[src/rtl/keypad_scan.sv]
// 4x4 matrix keypad scanner: rotates one active-low row at a time and samples the columns.
// Whole-frame results are debounced into a key code, a press strobe and a held level.
//
// state      | meaning
// -----------+----------------------------------------------------
// S_IDLE     | no key accepted, waiting for a single-key frame
// S_DEBOUNCE | counting consecutive frames showing the same key
// S_PRESSED  | key accepted, counting consecutive empty frames
module keypad_scan #(
  parameter int SCAN_CNT        = 50_000,
  parameter int DEBOUNCE_FRAMES = 5
) (
  input  logic       sclk,
  input  logic       s_rst,
  input  logic [3:0] col_in,
  output logic [3:0] row,
  output logic [3:0] key_code,
  output logic       key_valid,
  output logic       key_down
);

  localparam int CW = (SCAN_CNT > 1) ? $clog2(SCAN_CNT) : 1;
  localparam int DW = $clog2(DEBOUNCE_FRAMES + 1);
  localparam logic [CW-1:0] CNT_LAST = CW'(SCAN_CNT - 1);
  localparam logic [DW-1:0] DF_LAST  = DW'(DEBOUNCE_FRAMES - 1);

  typedef enum logic [1:0] {S_IDLE, S_DEBOUNCE, S_PRESSED} state_t;

  logic [3:0]    r_sync1, r_col_s;
  logic [CW-1:0] r_cnt;
  logic [3:0]    r_row;
  logic          r_acc_any, r_acc_multi;
  logic [3:0]    r_acc_code;
  state_t        r_state, w_state_nxt;
  logic [DW-1:0] r_dcnt, w_dcnt_nxt, r_rcnt, w_rcnt_nxt;
  logic [3:0]    r_cand, w_cand_nxt;
  logic [3:0]    r_key_code;
  logic          r_key_valid, r_key_down;

  logic          w_wrap, w_frame_end;
  logic [1:0]    w_row_idx, w_col_idx;
  logic [3:0]    w_hit;
  logic [2:0]    w_hit_cnt;
  logic          w_m_any, w_m_multi;
  logic [3:0]    w_m_code;
  logic          w_f_none, w_f_single;
  logic          w_accept, w_release;

  always_ff @(posedge sclk) begin
    if (s_rst) begin
      r_sync1 <= 4'hF;
      r_col_s <= 4'hF;
    end else begin
      r_sync1 <= col_in;
      r_col_s <= r_sync1;
    end
  end

  assign w_wrap = (r_cnt == CNT_LAST);

  always_ff @(posedge sclk) begin
    if (s_rst) begin
      r_cnt <= '0;
      r_row <= 4'b1110;
    end else if (w_wrap) begin
      r_cnt <= '0;
      r_row <= {r_row[2:0], r_row[3]};
    end else begin
      r_cnt <= r_cnt + 1'b1;
    end
  end

  always_comb begin
    w_row_idx = 2'd0;
    case (r_row)
      4'b1101: w_row_idx = 2'd1;
      4'b1011: w_row_idx = 2'd2;
      4'b0111: w_row_idx = 2'd3;
      default: w_row_idx = 2'd0;
    endcase
  end

  assign w_hit     = ~r_col_s;
  assign w_hit_cnt = {2'b00, w_hit[0]} + {2'b00, w_hit[1]} + {2'b00, w_hit[2]} + {2'b00, w_hit[3]};

  always_comb begin
    w_col_idx = 2'd0;
    for (int i = 0; i < 4; i++) begin
      if (w_hit[i]) w_col_idx = 2'(i);
    end
  end

  // Merge the current row sample into the running frame result; a hit in a second row is MULTI.
  assign w_m_any   = r_acc_any | (w_hit_cnt != 3'd0);
  assign w_m_multi = r_acc_multi | (w_hit_cnt > 3'd1) | (r_acc_any & (w_hit_cnt != 3'd0));
  assign w_m_code  = (!r_acc_any && (w_hit_cnt == 3'd1)) ? {w_row_idx, w_col_idx} : r_acc_code;

  assign w_frame_end = w_wrap & (w_row_idx == 2'd3);
  assign w_f_none    = ~w_m_any;
  assign w_f_single  = w_m_any & ~w_m_multi;

  always_ff @(posedge sclk) begin
    if (s_rst || w_frame_end) begin
      r_acc_any   <= 1'b0;
      r_acc_multi <= 1'b0;
      r_acc_code  <= 4'd0;
    end else if (w_wrap) begin
      r_acc_any   <= w_m_any;
      r_acc_multi <= w_m_multi;
      r_acc_code  <= w_m_code;
    end
  end

  always_ff @(posedge sclk) begin
    if (s_rst) begin
      r_state <= S_IDLE;
      r_dcnt  <= '0;
      r_rcnt  <= '0;
      r_cand  <= 4'd0;
    end else begin
      r_state <= w_state_nxt;
      r_dcnt  <= w_dcnt_nxt;
      r_rcnt  <= w_rcnt_nxt;
      r_cand  <= w_cand_nxt;
    end
  end

  always_comb begin
    w_state_nxt = r_state;
    w_dcnt_nxt  = r_dcnt;
    w_rcnt_nxt  = r_rcnt;
    w_cand_nxt  = r_cand;
    if (w_frame_end) begin
      case (r_state)
        S_IDLE: begin
          if (w_f_single) begin
            w_cand_nxt  = w_m_code;
            w_dcnt_nxt  = DW'(1);
            w_state_nxt = S_DEBOUNCE;
          end
        end
        S_DEBOUNCE: begin
          if (w_f_single && (w_m_code == r_cand)) begin
            if (r_dcnt == DF_LAST) begin
              w_state_nxt = S_PRESSED;
              w_rcnt_nxt  = '0;
            end else begin
              w_dcnt_nxt = r_dcnt + 1'b1;
            end
          end else if (w_f_single) begin
            w_cand_nxt = w_m_code;
            w_dcnt_nxt = DW'(1);
          end else begin
            w_state_nxt = S_IDLE;
          end
        end
        S_PRESSED: begin
          // Any key activity, including a roll-over, restarts the release count.
          if (w_f_none) begin
            if (r_rcnt == DF_LAST) begin
              w_state_nxt = S_IDLE;
              w_rcnt_nxt  = '0;
            end else begin
              w_rcnt_nxt = r_rcnt + 1'b1;
            end
          end else begin
            w_rcnt_nxt = '0;
          end
        end
        default: w_state_nxt = S_IDLE;
      endcase
    end
  end

  always_comb begin
    w_accept  = (r_state == S_DEBOUNCE) && (w_state_nxt == S_PRESSED);
    w_release = (r_state == S_PRESSED) && (w_state_nxt == S_IDLE);
  end

  always_ff @(posedge sclk) begin
    if (s_rst) begin
      r_key_code  <= 4'd0;
      r_key_valid <= 1'b0;
      r_key_down  <= 1'b0;
    end else begin
      r_key_valid <= w_accept;
      if (w_accept) begin
        r_key_code <= r_cand;
        r_key_down <= 1'b1;
      end else if (w_release) begin
        r_key_down <= 1'b0;
      end
    end
  end

  assign row       = r_row;
  assign key_code  = r_key_code;
  assign key_valid = r_key_valid;
  assign key_down  = r_key_down;

endmodule

[config.mk]
export PLATFORM = sky130hd
export DESIGN_NAME = keypad_scan
export DESIGN_NICKNAME = d
export VERILOG_FILES = /design/src/rtl/keypad_scan.sv
export SDC_FILE = /design/constraint.sdc
export NUM_CORES = 1
export LEC_CHECK = 0
export ABC_AREA = 1
export BUFFER_PORTS_ARGS = -buffer_cell sky130_fd_sc_hd__buf_2
export CAP_MARGIN = 0
export CELL_PAD_IN_SITES_DETAIL_PLACEMENT = 2
export CELL_PAD_IN_SITES_GLOBAL_PLACEMENT = 2
export CORE_AREA = 2 2 89 91
export CTS_BUF_LIST = sky130_fd_sc_hd__clkbuf_16
export DETAILED_ROUTE_END_ITERATION = 10
export DIE_AREA = 0 0 91 93
export PLACE_DENSITY_LB_ADDON = 0.2
export SYNTH_ARGS = -nofsm -noshare
export SYNTH_HDL_FRONTEND = slang
export SYNTH_SLANG_ARGS = --single-unit
[constraint.sdc]
create_clock -name sclk -period 4.4 [get_ports sclk]
set_input_delay 0.66 -clock sclk [delete_from_list [all_inputs] [get_ports sclk]]
set_output_delay 0.66 -clock sclk [all_outputs]
set_load 0.02 [all_outputs]
==> out/metrics.csv <==
metric,value,unit
syn2layout_area_growth,11.7,%
tightest_slew,0.610,ns
fp-row-count,32,
hold_class,flip-flop to flip-flop,
timing.fmax,337,MHz
power,935,µW
drc_errors,0,
ctsHoldBuffers,0,
yosysMostFrequentCell,nand2_1,
cts.path.max_buffers,2,
syn_nets,397,
fin_crit_sh,67.5,%
leakagePower,0.00137,µW
fin_ws,1.43,ns
ys_types,33,
ys_seq_area_share,38.8,%
grt_pass1_vias,2587,
fin_tns_setup,0,ns
yosys.area.top_type_share,38.8,%
syn-cell-area,0.00268,mm²
cts_made_buffers,5,
portBuffers,15,
cts-root-buf,clkbuf_16,
slew_headroom,59.3,%
die_w,91,µm
endpoint_kind,flip-flop,
finalMaxSlewViolations,0,
finish.net_count,415,
vdd_drop_max,0.137,mV
synth_commonest_cells,"nand2_1, dfxtp_1, nor2_1",
dp_hpwl,5550,µm
grt_max_degree,18,
gp_congestion,0.766,
coreArea,0.00753,mm²
firstDrtPassIters,4,
synthFlopType,dfxtp_1,
cts_max_level,2,
layout.cells.non_filler,502,
synth_seq_cells,52,
cts.clk_slew.worst_paths,0.07,ns
clock_skew,0.00462,ns
post-place-cells,494,
num_antenna_cells,0,
fillerInstances,963,
antenna_found_initial,0,
cap_violations,0,
drtAntennaViolNets,0,
ys_warn_count,0,
clock_latency,0.29,ns
hold_viol,0,
grt_overflow,0,
start_util,35.7,%
setup_viol,0,
register_area,0.00104,mm²
routed_via_density,4.83,
place_area,0.00286,mm²
drive_gt1_share,13.5,%
totalWireLength,7100,µm
synth_top_cells_by_area,"dfxtp_1, nand2_1, nor2_1, inv_1, ha_1",
powerDensity,312,mW/mm²
die_area,0.00846,mm²
min_period,2.97,ns
outcome,"complete, no violations",
wl_per_cell,14.1,µm
cts_tree,done,
syn_inst,381,
start_kind,flip-flop,
post_cts_buffers,0,
synth_edf_count,0,
synthArstFlopShare,0,%
synth_top_area_cell,dfxtp_1,
critical_path.max_fanout,8,
cp_data_required_time,4.63,ns
rsz0062_at_grt,no,
path_class,flip-flop to flip-flop,
cts.sinks,52,
syn_avg_cell_area,7.04,µm²
track_usage,18.0,%
die_height,93,µm
arrival,3.20,ns
final_area,0.00300,mm²
vias,2426,
multiInputGateArea,0.00141,mm²
top_level_ports,16,
ctsResizeCount,0,
drt_iter0_drc,52,
pre_cts_slack,1.40,ns
grt_pass1_wl,12300,µm
==> worst max-delay path, stage by stage (launching register included) <==
cell and delay, ns:
dfxtp_1 0.32, fa_1 0.53, inv_1 0.04, ha_1 0.19
inv_1 0.08, ha_1 0.23, inv_2 0.08, nand3_2 0.09
nor2_4 0.16, nand2_1 0.12, nand2_1 0.11, nand2_1 0.06
nand2_1 0.08, nand2_1 0.06, nor2_2 0.11, nand3_2 0.13
nand2_2 0.13, nand3_4 0.14, nand2_1 0.09, nand2_1 0.05
nor2_1 0.10
==> kinds of logic (layout without fill, tap and decap cells) <==
logic type | Yosys count | after routing | share of synthesized area, %
AO/OA/AOI/OAI | 30 | 30 | 6.57
XOR/XNOR | 6 | 6 | 1.96
adder cells (fa/ha/maj) | 10 | 10 | 4.94
buffers and inverters | 58 | 77 | 8.58
flip-flops | 52 | 52 | 38.8
AND/OR/NAND/NOR | 225 | 225 | 39.2
==> through the flow <==
stage | utilization, % | hold WS [ns]
2_1_floorplan | - | 0.389
3_3_place_gp | 38.0 | 0.392
3_5_place_dp | 38.0 | 0.398
4_1_cts | 39.8 | 0.413
5_1_grt | 39.8 | 0.428
6_report | 39.8 | 0.411
==> per-layer routing <==
metal / wire length, µm / track usage, % / vias to the layer above
li1: - / - / 1232
met1: 3210 / 21.8 / 1171
met2: 3670 / 33.3 / 18
met3: 155 / 2.98 / 5
met4: 64 / 4.17 / 0
met5: 0 / 0 / -
==> flip-flops by register name, indices dropped and copies added (netlist names) <==
name,flops
r_cnt,16
key_code,4
r_acc_code,4
r_cand,4
r_col_s,4
r_sync1,4
row,4
r_dcnt,3
r_rcnt,3
r_state,2
key_down,1
key_valid,1
r_acc_any,1
r_acc_multi,1
==> area by class of cell <==
| cell class | instances | share of cell area, % |
|---|---|---|
| multi-input combinational | 271 | 47.1 |
| sequential | 52 | 34.7 |
| inverter | 54 | 6.76 |
| tap | 102 | 4.26 |
| clock buffer | 5 | 4.17 |
| timing repair buffer | 15 | 2.50 |
| clock inverter | 3 | 0.459 |
==> placed cells by master (no fill, tap or decap), drive strengths merged <==
| cell type | Yosys | layout |
|---|---|---|
| a21oi | 19 | 19 |
| and3 | 1 | 1 |
| buf | 3 | 15 |
| clkbuf | 1 | 5 |
| clkinv | 0 | 3 |
| dfxtp | 52 | 52 |
| fa | 1 | 1 |
| ha | 9 | 9 |
| inv | 54 | 54 |
| nand2 | 101 | 101 |
| nand3 | 28 | 28 |
| nand3b | 2 | 2 |
| nand4 | 10 | 10 |
| nor2 | 59 | 59 |
| nor3 | 9 | 9 |
| nor3b | 2 | 2 |
| nor4 | 2 | 2 |
| o211ai | 3 | 3 |
| o21a | 3 | 3 |
| o21ai | 5 | 5 |
| or2 | 11 | 11 |
| xnor2 | 1 | 1 |
| xor2 | 5 | 5 |
==> worst paths after layout <==
kind / startpoint / to / slack, ns / depth (start not counted)
setup / recovery: r_col_s[0] / key_code[3] / 1.43 / 20
hold reg to reg: r_sync1[1] / r_col_s[1] / 0.41 / 1
setup reg to reg: r_col_s[0] / key_code[3] / 1.43 / 20
hold / removal: r_sync1[1] / r_col_s[1] / 0.41 / 1
==> report_power, final <==
group | leakage [µW] | switching, µW | internal (µW)
clock | 0.0000710 | 171 | 207
combinational | 0.000876 | 54.5 | 23.5
sequential | 0.000421 | 2.89 | 476
total | 0.00137 | 228 | 707
Note: power is estimated with default switching activity, not from simulation.
